$ cat src/rtl/axilite_periph_arbiter_pkg.sv
// Shared types for the two-requester AXI-Lite peripheral arbiter: FSM state
// encodings and the 2-way round-robin pick rule.
package uninasoc_pkg;

  typedef enum logic [1:0] {
    W_IDLE = 2'd0,
    W_ADDR = 2'd1,
    W_RESP = 2'd2
  } axilite_arb_wstate_t;

  typedef enum logic [1:0] {
    R_IDLE = 2'd0,
    R_ADDR = 2'd1,
    R_DATA = 2'd2
  } axilite_arb_rstate_t;

  localparam logic [1:0] AXI_RESP_OKAY   = 2'b00;
  localparam logic [1:0] AXI_RESP_SLVERR = 2'b10;

  // A lone requester wins outright; a tie goes to the pointer's requester.
  function automatic logic [1:0] rr_pick(input logic [1:0] req, input logic ptr);
    logic [1:0] gnt;
    if (req == 2'b11) gnt = ptr ? 2'b10 : 2'b01;
    else              gnt = req;
    return gnt;
  endfunction

endpackage

$ cat src/rtl/axilite_periph_arbiter_if.sv
// AXI-Lite bundle (AW/W/B/AR/R) with master and slave views.
interface axilite_periph_arbiter_if #(
  parameter int ADDR_W = 32,
  parameter int DATA_W = 32
) ();
  localparam int STRB_W = DATA_W / 8;

  logic [ADDR_W-1:0] awaddr;
  logic [2:0]        awprot;
  logic              awvalid;
  logic              awready;

  logic [DATA_W-1:0] wdata;
  logic [STRB_W-1:0] wstrb;
  logic              wvalid;
  logic              wready;

  logic [1:0]        bresp;
  logic              bvalid;
  logic              bready;

  logic [ADDR_W-1:0] araddr;
  logic [2:0]        arprot;
  logic              arvalid;
  logic              arready;

  logic [DATA_W-1:0] rdata;
  logic [1:0]        rresp;
  logic              rvalid;
  logic              rready;

  modport master (
    output awaddr, awprot, awvalid, input  awready,
    output wdata, wstrb, wvalid,    input  wready,
    input  bresp, bvalid,           output bready,
    output araddr, arprot, arvalid, input  arready,
    input  rdata, rresp, rvalid,    output rready
  );

  modport slave (
    input  awaddr, awprot, awvalid, output awready,
    input  wdata, wstrb, wvalid,    output wready,
    output bresp, bvalid,           input  bready,
    input  araddr, arprot, arvalid, output arready,
    output rdata, rresp, rvalid,    input  rready
  );

endinterface

$ cat src/rtl/axilite_periph_arbiter_rr.sv
// Two-requester round-robin arbiter: combinational pick, registered priority
// pointer that only moves when the owning transaction completes.
module rr_arbiter_2
  import uninasoc_pkg::*;
(
  input  logic       clock_i,
  input  logic       reset_i,
  input  logic [1:0] req_i,
  input  logic       done_i,
  input  logic       done_idx_i,
  output logic [1:0] gnt_o
);

  logic ptr_q, ptr_d;

  assign gnt_o = rr_pick(req_i, ptr_q);

  // Point at whoever did not just finish, so each side waits at most one turn.
  always_comb begin
    ptr_d = ptr_q;
    if (done_i) ptr_d = ~done_idx_i;
  end

  always_ff @(posedge clock_i) begin
    if (reset_i) ptr_q <= 1'b0;
    else         ptr_q <= ptr_d;
  end

endmodule

$ cat src/rtl/axilite_periph_arbiter.sv
// Arbitrates two AXI-Lite requesters onto one peripheral port; write and read
// paths are independent, one outstanding transaction each, zero-latency muxing.
module axilite_periph_arbiter
  import uninasoc_pkg::*;
#(
  parameter int AXI_ADDR_WIDTH = 32,
  parameter int AXI_DATA_WIDTH = 32
) (
  input  logic                           clock_i,
  input  logic                           reset_i,
  axilite_periph_arbiter_if.slave        s0_axilite,
  axilite_periph_arbiter_if.slave        s1_axilite,
  axilite_periph_arbiter_if.master       m_axilite,
  output logic [1:0]                     wr_grant_o,
  output logic [1:0]                     rd_grant_o
);

  localparam int STRB_W = AXI_DATA_WIDTH / 8;

  logic run;
  assign run = ~reset_i;

  // ---------------- write path ----------------
  axilite_arb_wstate_t wstate_q, wstate_d;
  logic [1:0] wgnt_q, wgnt_d, warb_gnt, aw_req;
  logic       aw_done_q, aw_done_d, w_done_q, w_done_d;
  logic       m_awvalid, m_wvalid, m_bready, wr_cmpl;

  logic                      wsel;
  logic [AXI_ADDR_WIDTH-1:0] sel_awaddr;
  logic [2:0]                sel_awprot;
  logic [AXI_DATA_WIDTH-1:0] sel_wdata;
  logic [STRB_W-1:0]         sel_wstrb;
  logic                      sel_awvalid, sel_wvalid, sel_bready;

  assign aw_req      = {s1_axilite.awvalid, s0_axilite.awvalid};
  assign wsel        = wgnt_q[1];
  assign sel_awaddr  = wsel ? s1_axilite.awaddr  : s0_axilite.awaddr;
  assign sel_awprot  = wsel ? s1_axilite.awprot  : s0_axilite.awprot;
  assign sel_awvalid = wsel ? s1_axilite.awvalid : s0_axilite.awvalid;
  assign sel_wdata   = wsel ? s1_axilite.wdata   : s0_axilite.wdata;
  assign sel_wstrb   = wsel ? s1_axilite.wstrb   : s0_axilite.wstrb;
  assign sel_wvalid  = wsel ? s1_axilite.wvalid  : s0_axilite.wvalid;
  assign sel_bready  = wsel ? s1_axilite.bready  : s0_axilite.bready;

  rr_arbiter_2 u_wr_arb (
    .clock_i    (clock_i),
    .reset_i    (reset_i),
    .req_i      (aw_req),
    .done_i     (wr_cmpl),
    .done_idx_i (wsel),
    .gnt_o      (warb_gnt)
  );

  always_comb begin
    wstate_d  = wstate_q;
    wgnt_d    = wgnt_q;
    aw_done_d = aw_done_q;
    w_done_d  = w_done_q;
    m_awvalid = 1'b0;
    m_wvalid  = 1'b0;
    m_bready  = 1'b0;
    wr_cmpl   = 1'b0;
    case (wstate_q)
      W_IDLE: begin
        if (|aw_req) begin
          wstate_d = W_ADDR;
          wgnt_d   = warb_gnt;
        end
      end
      W_ADDR: begin
        // AW and W retire independently; each is masked once it has handshaked.
        m_awvalid = sel_awvalid & ~aw_done_q;
        m_wvalid  = sel_wvalid  & ~w_done_q;
        aw_done_d = aw_done_q | (m_awvalid & m_axilite.awready);
        w_done_d  = w_done_q  | (m_wvalid  & m_axilite.wready);
        if (aw_done_d && w_done_d) begin
          wstate_d  = W_RESP;
          aw_done_d = 1'b0;
          w_done_d  = 1'b0;
        end
      end
      W_RESP: begin
        m_bready = sel_bready;
        if (m_axilite.bvalid && sel_bready) begin
          wstate_d = W_IDLE;
          wgnt_d   = 2'b00;
          wr_cmpl  = 1'b1;
        end
      end
      default: wstate_d = W_IDLE;
    endcase
  end

  always_ff @(posedge clock_i) begin
    if (reset_i) begin
      wstate_q  <= W_IDLE;
      wgnt_q    <= 2'b00;
      aw_done_q <= 1'b0;
      w_done_q  <= 1'b0;
    end else begin
      wstate_q  <= wstate_d;
      wgnt_q    <= wgnt_d;
      aw_done_q <= aw_done_d;
      w_done_q  <= w_done_d;
    end
  end

  // ---------------- read path ----------------
  axilite_arb_rstate_t rstate_q, rstate_d;
  logic [1:0] rgnt_q, rgnt_d, rarb_gnt, ar_req;
  logic       m_arvalid, m_rready, rd_cmpl;

  logic                      rsel;
  logic [AXI_ADDR_WIDTH-1:0] sel_araddr;
  logic [2:0]                sel_arprot;
  logic                      sel_arvalid, sel_rready;

  assign ar_req      = {s1_axilite.arvalid, s0_axilite.arvalid};
  assign rsel        = rgnt_q[1];
  assign sel_araddr  = rsel ? s1_axilite.araddr  : s0_axilite.araddr;
  assign sel_arprot  = rsel ? s1_axilite.arprot  : s0_axilite.arprot;
  assign sel_arvalid = rsel ? s1_axilite.arvalid : s0_axilite.arvalid;
  assign sel_rready  = rsel ? s1_axilite.rready  : s0_axilite.rready;

  rr_arbiter_2 u_rd_arb (
    .clock_i    (clock_i),
    .reset_i    (reset_i),
    .req_i      (ar_req),
    .done_i     (rd_cmpl),
    .done_idx_i (rsel),
    .gnt_o      (rarb_gnt)
  );

  always_comb begin
    rstate_d  = rstate_q;
    rgnt_d    = rgnt_q;
    m_arvalid = 1'b0;
    m_rready  = 1'b0;
    rd_cmpl   = 1'b0;
    case (rstate_q)
      R_IDLE: begin
        if (|ar_req) begin
          rstate_d = R_ADDR;
          rgnt_d   = rarb_gnt;
        end
      end
      R_ADDR: begin
        m_arvalid = sel_arvalid;
        if (m_arvalid && m_axilite.arready) rstate_d = R_DATA;
      end
      R_DATA: begin
        m_rready = sel_rready;
        if (m_axilite.rvalid && sel_rready) begin
          rstate_d = R_IDLE;
          rgnt_d   = 2'b00;
          rd_cmpl  = 1'b1;
        end
      end
      default: rstate_d = R_IDLE;
    endcase
  end

  always_ff @(posedge clock_i) begin
    if (reset_i) begin
      rstate_q <= R_IDLE;
      rgnt_q   <= 2'b00;
    end else begin
      rstate_q <= rstate_d;
      rgnt_q   <= rgnt_d;
    end
  end

  // ---------------- downstream port ----------------
  assign m_axilite.awaddr  = sel_awaddr;
  assign m_axilite.awprot  = sel_awprot;
  assign m_axilite.awvalid = m_awvalid & run;
  assign m_axilite.wdata   = sel_wdata;
  assign m_axilite.wstrb   = sel_wstrb;
  assign m_axilite.wvalid  = m_wvalid & run;
  assign m_axilite.bready  = m_bready & run;
  assign m_axilite.araddr  = sel_araddr;
  assign m_axilite.arprot  = sel_arprot;
  assign m_axilite.arvalid = m_arvalid & run;
  assign m_axilite.rready  = m_rready & run;

  // ---------------- upstream ports: only the owner sees handshakes ----------------
  logic w_resp, r_data;
  assign w_resp = (wstate_q == W_RESP);
  assign r_data = (rstate_q == R_DATA);

  assign s0_axilite.awready = wgnt_q[0] & m_awvalid & m_axilite.awready & run;
  assign s1_axilite.awready = wgnt_q[1] & m_awvalid & m_axilite.awready & run;
  assign s0_axilite.wready  = wgnt_q[0] & m_wvalid  & m_axilite.wready  & run;
  assign s1_axilite.wready  = wgnt_q[1] & m_wvalid  & m_axilite.wready  & run;
  assign s0_axilite.bvalid  = wgnt_q[0] & w_resp & m_axilite.bvalid & run;
  assign s1_axilite.bvalid  = wgnt_q[1] & w_resp & m_axilite.bvalid & run;
  assign s0_axilite.bresp   = m_axilite.bresp;
  assign s1_axilite.bresp   = m_axilite.bresp;

  assign s0_axilite.arready = rgnt_q[0] & m_arvalid & m_axilite.arready & run;
  assign s1_axilite.arready = rgnt_q[1] & m_arvalid & m_axilite.arready & run;
  assign s0_axilite.rvalid  = rgnt_q[0] & r_data & m_axilite.rvalid & run;
  assign s1_axilite.rvalid  = rgnt_q[1] & r_data & m_axilite.rvalid & run;
  assign s0_axilite.rdata   = m_axilite.rdata;
  assign s1_axilite.rdata   = m_axilite.rdata;
  assign s0_axilite.rresp   = m_axilite.rresp;
  assign s1_axilite.rresp   = m_axilite.rresp;

  assign wr_grant_o = wgnt_q & {2{run}};
  assign rd_grant_o = rgnt_q & {2{run}};

endmodule

$ cat src/flat_wrapper.sv
// flat-port wrapper written by rule: the top's interface ports become plain ports
module axilite_periph_arbiter_flat import uninasoc_pkg::*;
#(
  parameter int AXI_ADDR_WIDTH = 32,
  parameter int AXI_DATA_WIDTH = 32
)
  (clock_i, reset_i, wr_grant_o, rd_grant_o, s0_axilite_awaddr, s0_axilite_awprot, s0_axilite_awvalid, s0_axilite_awready, s0_axilite_wdata, s0_axilite_wstrb, s0_axilite_wvalid, s0_axilite_wready, s0_axilite_bresp, s0_axilite_bvalid, s0_axilite_bready, s0_axilite_araddr, s0_axilite_arprot, s0_axilite_arvalid, s0_axilite_arready, s0_axilite_rdata, s0_axilite_rresp, s0_axilite_rvalid, s0_axilite_rready, s1_axilite_awaddr, s1_axilite_awprot, s1_axilite_awvalid, s1_axilite_awready, s1_axilite_wdata, s1_axilite_wstrb, s1_axilite_wvalid, s1_axilite_wready, s1_axilite_bresp, s1_axilite_bvalid, s1_axilite_bready, s1_axilite_araddr, s1_axilite_arprot, s1_axilite_arvalid, s1_axilite_arready, s1_axilite_rdata, s1_axilite_rresp, s1_axilite_rvalid, s1_axilite_rready, m_axilite_awaddr, m_axilite_awprot, m_axilite_awvalid, m_axilite_awready, m_axilite_wdata, m_axilite_wstrb, m_axilite_wvalid, m_axilite_wready, m_axilite_bresp, m_axilite_bvalid, m_axilite_bready, m_axilite_araddr, m_axilite_arprot, m_axilite_arvalid, m_axilite_arready, m_axilite_rdata, m_axilite_rresp, m_axilite_rvalid, m_axilite_rready);
  axilite_periph_arbiter_if #(.ADDR_W(32), .DATA_W(32)) s0_axilite_i ();
  axilite_periph_arbiter_if #(.ADDR_W(32), .DATA_W(32)) s1_axilite_i ();
  axilite_periph_arbiter_if #(.ADDR_W(32), .DATA_W(32)) m_axilite_i ();
  input  logic clock_i;
  input  logic reset_i;
  output logic [1:0] wr_grant_o;
  output logic [1:0] rd_grant_o;
  input wire logic [$bits(s0_axilite_i.awaddr)-1:0] s0_axilite_awaddr;
  input wire logic [$bits(s0_axilite_i.awprot)-1:0] s0_axilite_awprot;
  input wire logic [$bits(s0_axilite_i.awvalid)-1:0] s0_axilite_awvalid;
  output wire logic [$bits(s0_axilite_i.awready)-1:0] s0_axilite_awready;
  input wire logic [$bits(s0_axilite_i.wdata)-1:0] s0_axilite_wdata;
  input wire logic [$bits(s0_axilite_i.wstrb)-1:0] s0_axilite_wstrb;
  input wire logic [$bits(s0_axilite_i.wvalid)-1:0] s0_axilite_wvalid;
  output wire logic [$bits(s0_axilite_i.wready)-1:0] s0_axilite_wready;
  output wire logic [$bits(s0_axilite_i.bresp)-1:0] s0_axilite_bresp;
  output wire logic [$bits(s0_axilite_i.bvalid)-1:0] s0_axilite_bvalid;
  input wire logic [$bits(s0_axilite_i.bready)-1:0] s0_axilite_bready;
  input wire logic [$bits(s0_axilite_i.araddr)-1:0] s0_axilite_araddr;
  input wire logic [$bits(s0_axilite_i.arprot)-1:0] s0_axilite_arprot;
  input wire logic [$bits(s0_axilite_i.arvalid)-1:0] s0_axilite_arvalid;
  output wire logic [$bits(s0_axilite_i.arready)-1:0] s0_axilite_arready;
  output wire logic [$bits(s0_axilite_i.rdata)-1:0] s0_axilite_rdata;
  output wire logic [$bits(s0_axilite_i.rresp)-1:0] s0_axilite_rresp;
  output wire logic [$bits(s0_axilite_i.rvalid)-1:0] s0_axilite_rvalid;
  input wire logic [$bits(s0_axilite_i.rready)-1:0] s0_axilite_rready;
  input wire logic [$bits(s1_axilite_i.awaddr)-1:0] s1_axilite_awaddr;
  input wire logic [$bits(s1_axilite_i.awprot)-1:0] s1_axilite_awprot;
  input wire logic [$bits(s1_axilite_i.awvalid)-1:0] s1_axilite_awvalid;
  output wire logic [$bits(s1_axilite_i.awready)-1:0] s1_axilite_awready;
  input wire logic [$bits(s1_axilite_i.wdata)-1:0] s1_axilite_wdata;
  input wire logic [$bits(s1_axilite_i.wstrb)-1:0] s1_axilite_wstrb;
  input wire logic [$bits(s1_axilite_i.wvalid)-1:0] s1_axilite_wvalid;
  output wire logic [$bits(s1_axilite_i.wready)-1:0] s1_axilite_wready;
  output wire logic [$bits(s1_axilite_i.bresp)-1:0] s1_axilite_bresp;
  output wire logic [$bits(s1_axilite_i.bvalid)-1:0] s1_axilite_bvalid;
  input wire logic [$bits(s1_axilite_i.bready)-1:0] s1_axilite_bready;
  input wire logic [$bits(s1_axilite_i.araddr)-1:0] s1_axilite_araddr;
  input wire logic [$bits(s1_axilite_i.arprot)-1:0] s1_axilite_arprot;
  input wire logic [$bits(s1_axilite_i.arvalid)-1:0] s1_axilite_arvalid;
  output wire logic [$bits(s1_axilite_i.arready)-1:0] s1_axilite_arready;
  output wire logic [$bits(s1_axilite_i.rdata)-1:0] s1_axilite_rdata;
  output wire logic [$bits(s1_axilite_i.rresp)-1:0] s1_axilite_rresp;
  output wire logic [$bits(s1_axilite_i.rvalid)-1:0] s1_axilite_rvalid;
  input wire logic [$bits(s1_axilite_i.rready)-1:0] s1_axilite_rready;
  output wire logic [$bits(m_axilite_i.awaddr)-1:0] m_axilite_awaddr;
  output wire logic [$bits(m_axilite_i.awprot)-1:0] m_axilite_awprot;
  output wire logic [$bits(m_axilite_i.awvalid)-1:0] m_axilite_awvalid;
  input wire logic [$bits(m_axilite_i.awready)-1:0] m_axilite_awready;
  output wire logic [$bits(m_axilite_i.wdata)-1:0] m_axilite_wdata;
  output wire logic [$bits(m_axilite_i.wstrb)-1:0] m_axilite_wstrb;
  output wire logic [$bits(m_axilite_i.wvalid)-1:0] m_axilite_wvalid;
  input wire logic [$bits(m_axilite_i.wready)-1:0] m_axilite_wready;
  input wire logic [$bits(m_axilite_i.bresp)-1:0] m_axilite_bresp;
  input wire logic [$bits(m_axilite_i.bvalid)-1:0] m_axilite_bvalid;
  output wire logic [$bits(m_axilite_i.bready)-1:0] m_axilite_bready;
  output wire logic [$bits(m_axilite_i.araddr)-1:0] m_axilite_araddr;
  output wire logic [$bits(m_axilite_i.arprot)-1:0] m_axilite_arprot;
  output wire logic [$bits(m_axilite_i.arvalid)-1:0] m_axilite_arvalid;
  input wire logic [$bits(m_axilite_i.arready)-1:0] m_axilite_arready;
  input wire logic [$bits(m_axilite_i.rdata)-1:0] m_axilite_rdata;
  input wire logic [$bits(m_axilite_i.rresp)-1:0] m_axilite_rresp;
  input wire logic [$bits(m_axilite_i.rvalid)-1:0] m_axilite_rvalid;
  output wire logic [$bits(m_axilite_i.rready)-1:0] m_axilite_rready;
  assign s0_axilite_i.awaddr = s0_axilite_awaddr;
  assign s0_axilite_i.awprot = s0_axilite_awprot;
  assign s0_axilite_i.awvalid = s0_axilite_awvalid;
  assign s0_axilite_awready = s0_axilite_i.awready;
  assign s0_axilite_i.wdata = s0_axilite_wdata;
  assign s0_axilite_i.wstrb = s0_axilite_wstrb;
  assign s0_axilite_i.wvalid = s0_axilite_wvalid;
  assign s0_axilite_wready = s0_axilite_i.wready;
  assign s0_axilite_bresp = s0_axilite_i.bresp;
  assign s0_axilite_bvalid = s0_axilite_i.bvalid;
  assign s0_axilite_i.bready = s0_axilite_bready;
  assign s0_axilite_i.araddr = s0_axilite_araddr;
  assign s0_axilite_i.arprot = s0_axilite_arprot;
  assign s0_axilite_i.arvalid = s0_axilite_arvalid;
  assign s0_axilite_arready = s0_axilite_i.arready;
  assign s0_axilite_rdata = s0_axilite_i.rdata;
  assign s0_axilite_rresp = s0_axilite_i.rresp;
  assign s0_axilite_rvalid = s0_axilite_i.rvalid;
  assign s0_axilite_i.rready = s0_axilite_rready;
  assign s1_axilite_i.awaddr = s1_axilite_awaddr;
  assign s1_axilite_i.awprot = s1_axilite_awprot;
  assign s1_axilite_i.awvalid = s1_axilite_awvalid;
  assign s1_axilite_awready = s1_axilite_i.awready;
  assign s1_axilite_i.wdata = s1_axilite_wdata;
  assign s1_axilite_i.wstrb = s1_axilite_wstrb;
  assign s1_axilite_i.wvalid = s1_axilite_wvalid;
  assign s1_axilite_wready = s1_axilite_i.wready;
  assign s1_axilite_bresp = s1_axilite_i.bresp;
  assign s1_axilite_bvalid = s1_axilite_i.bvalid;
  assign s1_axilite_i.bready = s1_axilite_bready;
  assign s1_axilite_i.araddr = s1_axilite_araddr;
  assign s1_axilite_i.arprot = s1_axilite_arprot;
  assign s1_axilite_i.arvalid = s1_axilite_arvalid;
  assign s1_axilite_arready = s1_axilite_i.arready;
  assign s1_axilite_rdata = s1_axilite_i.rdata;
  assign s1_axilite_rresp = s1_axilite_i.rresp;
  assign s1_axilite_rvalid = s1_axilite_i.rvalid;
  assign s1_axilite_i.rready = s1_axilite_rready;
  assign m_axilite_awaddr = m_axilite_i.awaddr;
  assign m_axilite_awprot = m_axilite_i.awprot;
  assign m_axilite_awvalid = m_axilite_i.awvalid;
  assign m_axilite_i.awready = m_axilite_awready;
  assign m_axilite_wdata = m_axilite_i.wdata;
  assign m_axilite_wstrb = m_axilite_i.wstrb;
  assign m_axilite_wvalid = m_axilite_i.wvalid;
  assign m_axilite_i.wready = m_axilite_wready;
  assign m_axilite_i.bresp = m_axilite_bresp;
  assign m_axilite_i.bvalid = m_axilite_bvalid;
  assign m_axilite_bready = m_axilite_i.bready;
  assign m_axilite_araddr = m_axilite_i.araddr;
  assign m_axilite_arprot = m_axilite_i.arprot;
  assign m_axilite_arvalid = m_axilite_i.arvalid;
  assign m_axilite_i.arready = m_axilite_arready;
  assign m_axilite_i.rdata = m_axilite_rdata;
  assign m_axilite_i.rresp = m_axilite_rresp;
  assign m_axilite_i.rvalid = m_axilite_rvalid;
  assign m_axilite_rready = m_axilite_i.rready;
  axilite_periph_arbiter #(.AXI_ADDR_WIDTH(AXI_ADDR_WIDTH), .AXI_DATA_WIDTH(AXI_DATA_WIDTH)) u_core (.clock_i(clock_i), .reset_i(reset_i), .s0_axilite(s0_axilite_i), .s1_axilite(s1_axilite_i), .m_axilite(m_axilite_i), .wr_grant_o(wr_grant_o), .rd_grant_o(rd_grant_o));
endmodule
$ cat config.mk
export PLATFORM = sky130hd
export DESIGN_NAME = axilite_periph_arbiter_flat
export DESIGN_NICKNAME = d
export VERILOG_FILES = /design/src/rtl/axilite_periph_arbiter_pkg.sv /design/src/rtl/axilite_periph_arbiter_if.sv /design/src/rtl/axilite_periph_arbiter_rr.sv /design/src/rtl/axilite_periph_arbiter.sv /design/src/flat_wrapper.sv
export SDC_FILE = /design/constraint.sdc
export NUM_CORES = 1
export LEC_CHECK = 0
export ABC_CLOCK_PERIOD_IN_PS = 1400
export BUFFER_PORTS_ARGS = -buffer_cell sky130_fd_sc_hd__buf_4
export CORE_AREA = 5 5 175 177
export CTS_CLUSTER_SIZE = 24
export DETAILED_ROUTE_END_ITERATION = 6
export DIE_AREA = 0 0 180 182
export GPL_ROUTABILITY_DRIVEN = 0
export PLACE_DENSITY = 0.45
export SYNTH_ARGS = -nofsm -noshare
export SYNTH_HDL_FRONTEND = slang
export SYNTH_SLANG_ARGS = --single-unit
$ cat constraint.sdc
create_clock -name clock_i -period 1.4 [get_ports clock_i]
set_clock_uncertainty 0.2 [all_clocks]
set_input_delay 0.07 -clock clock_i [delete_from_list [all_inputs] [get_ports clock_i]]
set_output_delay 0.07 -clock clock_i [all_outputs]
set_load 0.005 [all_outputs]
# --- After elaboration in Yosys (flattened, before gate mapping) ---
# Cells that the tools add are included.
# Widths: inputs -> output; s select.
classes:
  eq_ne: 12
  n_mux: 38
  bitwise: 48
  reduce_logical: 14
op_table:
  columns: ["operator", "count"]
  rows:
  - ["$mux 32", 3]
  - ["$and 1x1->1", 39]
  - ["$mux 2", 12]
  - ["$mux 1", 16]
  - ["$pmux 2 s3", 2]
  - ["$reduce_and 3->1", 4]
  - ["$eq 2x2->1 const B", 4]
  - ["$ne 2x1->1 const B", 4]
  - ["$pmux 2 s2", 2]
  - ["$mux 3", 2]
  - ["$not 1->1", 5]
  - ["$and 2x2->2", 2]
  - ["$eq 2x1->1 const B", 2]
  - ["$logic_and 1x1->1", 4]
  - ["$logic_not 2->1", 2]
  - ["$mux 4", 1]
  - ["$ne 2x2->1 const B", 2]
  - ["$reduce_bool 2->1", 2]
  - ["$reduce_or 2->1", 2]
  - ["$or 1x1->1", 2]
word_totals:
  reg_bits: 12
  in_bits: 265
  out_inout_bits: 197

# --- Logic depth before layout (Yosys ltp) ---
depth:
  ltp_word: 7
  ltp_mapped: 5
  mapped_depth_nobuf: 4

# --- Hierarchy ---
# From an unflattened synthesis, not the netlist that was laid out.
hier_totals:
  cells_unflattened: 291
  hier_area_um2: 2608.8
by_module_without_submodules:
  columns: ["mod", "instances", "cells_each", "area_per_inst_um2", "seq_area_each_um2"]
  rows:
  - ["axilite_periph_arbiter", 1, 279, 2498.6, 200.2]
  - ["rr_arbiter_2", 2, 6, 55.1, 20.0]

# --- Least setup slack after synthesis ---
# No wires, ideal clock.
synth_timing:
  path_kind: "reg-to-reg"
  start: "register u_core.wgnt_q[1]"
  end: "register u_core.w_done_q"
  setup_ns: 0.079
  arrival_time_ns: 1.194
  t_required_ns: 1.121
  slack_ns: -0.073
  path_stages_with_launch: 5
  path_cell_list: "dfxtp_1 buf_2 mux2i_1 or4_4 a211oi_2"
synth_via:
  elab_chain_len: 6
synth_rtl:
  columns: ["element", "line_no", "rtl"]
  rows:
  - ["from (decl)", "axilite_periph_arbiter.sv:25", "logic [1:0] wgnt_q, wgnt_d, warb_gnt, aw_req;"]
  - ["from (signal assigned)", "axilite_periph_arbiter.sv:103", "wgnt_q <= wgnt_d;"]
  - ["$mux 1 (on tied branches)", "axilite_periph_arbiter.sv:40, axilite_periph_arbiter.sv:43", null]
  - ["$and 1x1->1 (on tied branches)", "axilite_periph_arbiter.sv:73, axilite_periph_arbiter.sv:74", null]
  - ["$and 1x1->1 (on tied branches)", "axilite_periph_arbiter.sv:75, axilite_periph_arbiter.sv:76", null]
  - ["$or 1x1->1 (on tied branches)", "axilite_periph_arbiter.sv:75, axilite_periph_arbiter.sv:76", null]
  - ["$logic_and 1x1->1", "axilite_periph_arbiter.sv:77", "if (aw_done_d && w_done_d) begin"]
  - ["$mux 1 (*)", "axilite_periph_arbiter.sv:77", null]
  - ["to (signal assigned)", "axilite_periph_arbiter.sv:105", "w_done_q <= w_done_d;"]
  - ["to (decl)", "axilite_periph_arbiter.sv:26", "logic aw_done_q, aw_done_d, w_done_q, w_done_d;"]
# Every way passes the cells marked *; elsewhere a longest branch is shown, timed or not.
# A chain may end at the register's enable or synchronous reset.

# --- Worst setup path after layout ---
layout_timing:
  start: "register u_core.wgnt_q[1]"
  end: "output port m_axilite_wdata[18]"
layout_via:
  elab_chain_len: 1
layout_rtl:
  columns: ["element", "line_no", "rtl"]
  rows:
  - ["$mux 32", "axilite_periph_arbiter.sv:41", "assign sel_wdata = wsel ? s1_axilite.wdata : s0_axilite.wdata;"]
  - ["to (decl)", "flat_wrapper.sv:57", "output wire logic [$bits(m_axilite_i.wdata)-1:0] m_axilite_wdata;"]
# No other way between the ends.

==> impl_metrics.env <==
export IMPL_worst_slew_pin_transition_ps=383
export IMPL_ys_seq_area_frac=0.0928
export IMPL_cts_max_level=1
export IMPL_ys_async_sr_fraction=0
export IMPL_use_met1=0.107
export IMPL_drv_cap=0
export IMPL_met2_usage=0.165
export IMPL_setup_viol=130
export IMPL_ios=462
export IMPL_slew_viol_final=0
export IMPL_synth_edff_count=0
export IMPL_yosysWarnings=0
export IMPL_timing_fmax_mhz=582
export IMPL_violations="negative setup slack"
export IMPL_syn_avg_cell_area_um2=8.78
export IMPL_overflow=0
export IMPL_ys_types=35
export IMPL_r2r_cells=6
export IMPL_final_cells=1047
export IMPL_cp_data_required_time_ps=1130
export IMPL_worst_ep_arrival_time_ps=1450
export IMPL_post_synth_top_count_cell="mux2_2"
export IMPL_multi_input_area_um2=2220
export IMPL_min_path_type="input pin to flip-flop"
export IMPL_io_buffers=353
export IMPL_grt_setup_unrepaired="yes"
export IMPL_outcome="finished, violations left"
export IMPL_fin_nets=922
export IMPL_synth_flop_cell="dfxtp_1"
export IMPL_yosys_area_top_type="mux2_2"
export IMPL_grt_max_degree=18
export IMPL_cts_buffer_depth=2
export IMPL_p_total_w=0.00333
export IMPL_core_um2=29100
export IMPL_postSynthCellCount=295
export IMPL_grt_pass1_wl_um=23700
export IMPL_crit_type="flip-flop to output pin"
export IMPL_hpwl_um=13300
export IMPL_dieHeight_um=182
export IMPL_start_kind="flip-flop"
export IMPL_hold_path_depth=4
export IMPL_routed_wl_um=17500
export IMPL_p_per_area_nw_per_um2=460
export IMPL_final_period_utilization=1.23
export IMPL_synth_area_um2=2590
export IMPL_grtUsageTotal=0.0913
export IMPL_ant_nets=0
export IMPL_die_area_um2=32800
export IMPL_timing_hold_ws_ps=16.2
export IMPL_dp_cells=976
export IMPL_drtIter0Drc=64
export IMPL_clkTransAtPathRegs_ps=50
export IMPL_syn_to_final_growth_pct=179
export IMPL_cp_max_fo=8
export IMPL_fillers=3133
export IMPL_setup_slack_ps=-317
export IMPL_place_ws_ps=-76.1
export IMPL_ys_top_cells_by_area="mux2_2 (47%), buf_4 (21%), dfxtp_1 (9.3%)"
export IMPL_die_w_um=180
export IMPL_grt_met3_usage=0.0365
export IMPL_register_area_um2=258
export IMPL_period_needed_ps=1720
export IMPL_clk_latency_ps=250
export IMPL_cts_tree="done"
export IMPL_ir_drop_mv=0.228
export IMPL_netlist_top_cells_count="mux2_2 (107), buf_4 (72), nor2_1 (15), buf_2 (13), dfxtp_1 (12)"
export IMPL_grt_pass1_vias=3985
export IMPL_first_pass_iters=4
export IMPL_hold_viol=0
export IMPL_setup_tns_ps=-30520
export IMPL_via_per_inst=3.48
export IMPL_route_detailed_drc=0
export IMPL_drive_above_1_share=0.829
export IMPL_cts_sinks=12
export IMPL_endpoint_kind="output pin"
export IMPL_synth_seq_cells=12
export IMPL_cts_root_buf="clkbuf_16"
export IMPL_power_leakage_nw=3.44
export IMPL_wire_per_inst_um=16.7
export IMPL_synth_top_cell_area_share=0.465
export IMPL_antenna_found_initial=1
export IMPL_rows=63
export IMPL_initial_utilization=0.0890
export IMPL_numCtsBuffers=3
export IMPL_busiest_layer="met2"
export IMPL_syn_nets=560
export IMPL_max_slew_margin=0.744
export IMPL_num_vias=3642
[repair_timing]
item,4_1_cts,5_1_grt
hold buffers,48,0
cloned,4,4
setup buffers,9,5
hold endpoints to repair,81,0
pin swaps,6,10
setup endpoints to repair,128,132
resized for setup,159,115
[state kept, by name, indices dropped and copies added (netlist names)]
| name | cells |
|---|---|
| u_core.u_rd_arb.ptr_q | 1 |
| u_core.rstate_q | 2 |
| u_core.w_done_q | 1 |
| u_core.u_wr_arb.ptr_q | 1 |
| u_core.aw_done_q | 1 |
| u_core.wstate_q | 2 |
| u_core.wgnt_q | 2 |
| u_core.rgnt_q | 2 |
[final timing paths]
| path | start | slack, ps | to |
|---|---|---|---|
| worst max-delay path | u_core.wgnt_q[1] | -320 | m_axilite_wdata[18] |
| worst min-delay path | s0_axilite_bready | 20 | u_core.u_wr_arb.ptr_q |
| worst max register to register | u_core.wgnt_q[1] | -210 | u_core.w_done_q |
| worst min register to register | u_core.rstate_q[1] | 280 | u_core.rstate_q[0] |
[final cells by class]
| cell class | instances | area share |
|---|---|---|
| multi-input combinational | 186 | 0.307 |
| inverter | 8 | 0.00450 |
| sequential | 12 | 0.0356 |
| clock buffer | 4 | 0.0123 |
| antenna | 1 | 0.000346 |
| timing repair buffer | 446 | 0.572 |
| tap | 390 | 0.0675 |
[report_power, final]
group          internal, W  switching [W]
Combinational      0.00159       0.000729
Sequential        0.000368      0.0000340
Clock             0.000434       0.000179
[cell families (layout without fill, tap and decap cells)]
kind of cell / after synthesis / after routing / share of synthesized area
multiplexers: 111 / 111 / 0.481
AND/OR/NAND/NOR: 53 / 53 / 0.114
buffers and inverters: 97 / 458 / 0.251
AO/OA/AOI/OAI: 22 / 22 / 0.0609
other: 0 / 1 / 0
flip-flops: 12 / 12 / 0.0928
[routing by layer]
| layer | vias up | routed length (um) |
|---|---|---|
| met5 | - | 0 |
| met1 | 1672 | 6610 |
| li1 | 1700 | - |
| met4 | 0 | 57 |
| met2 | 264 | 9190 |
| met3 | 6 | 1630 |
[per-stage QoR]
stage,instance area [um^2],utilization
after global routing,7230,0.249
after detailed placement,5380,0.185
after floorplan,2600,-
after CTS,6720,0.231
final,7230,0.249
after global placement,5380,0.185
[placed cells by master (no fill, tap or decap), types with 6 or more instances in the layout]
master / synthesis / layout
inv_1: 8 / 6
buf_6: 0 / 106
clkbuf_16: 0 / 7
dlygate4sd3_1: 0 / 48
buf_4: 72 / 270
mux2_2: 107 / 10
dfxtp_1: 12 / 6
buf_12: 0 / 9
buf_8: 0 / 7
nor2_1: 15 / 11
nand2_1: 8 / 6
mux2_4: 0 / 97
[worst max-delay path: stages (launching register included)]
cell and delay, ps:
dfxtp_4 400, buf_12 170, clkbuf_16 180, mux2_4 310, buf_6 120
Note: power is estimated with default switching activity, not from simulation.
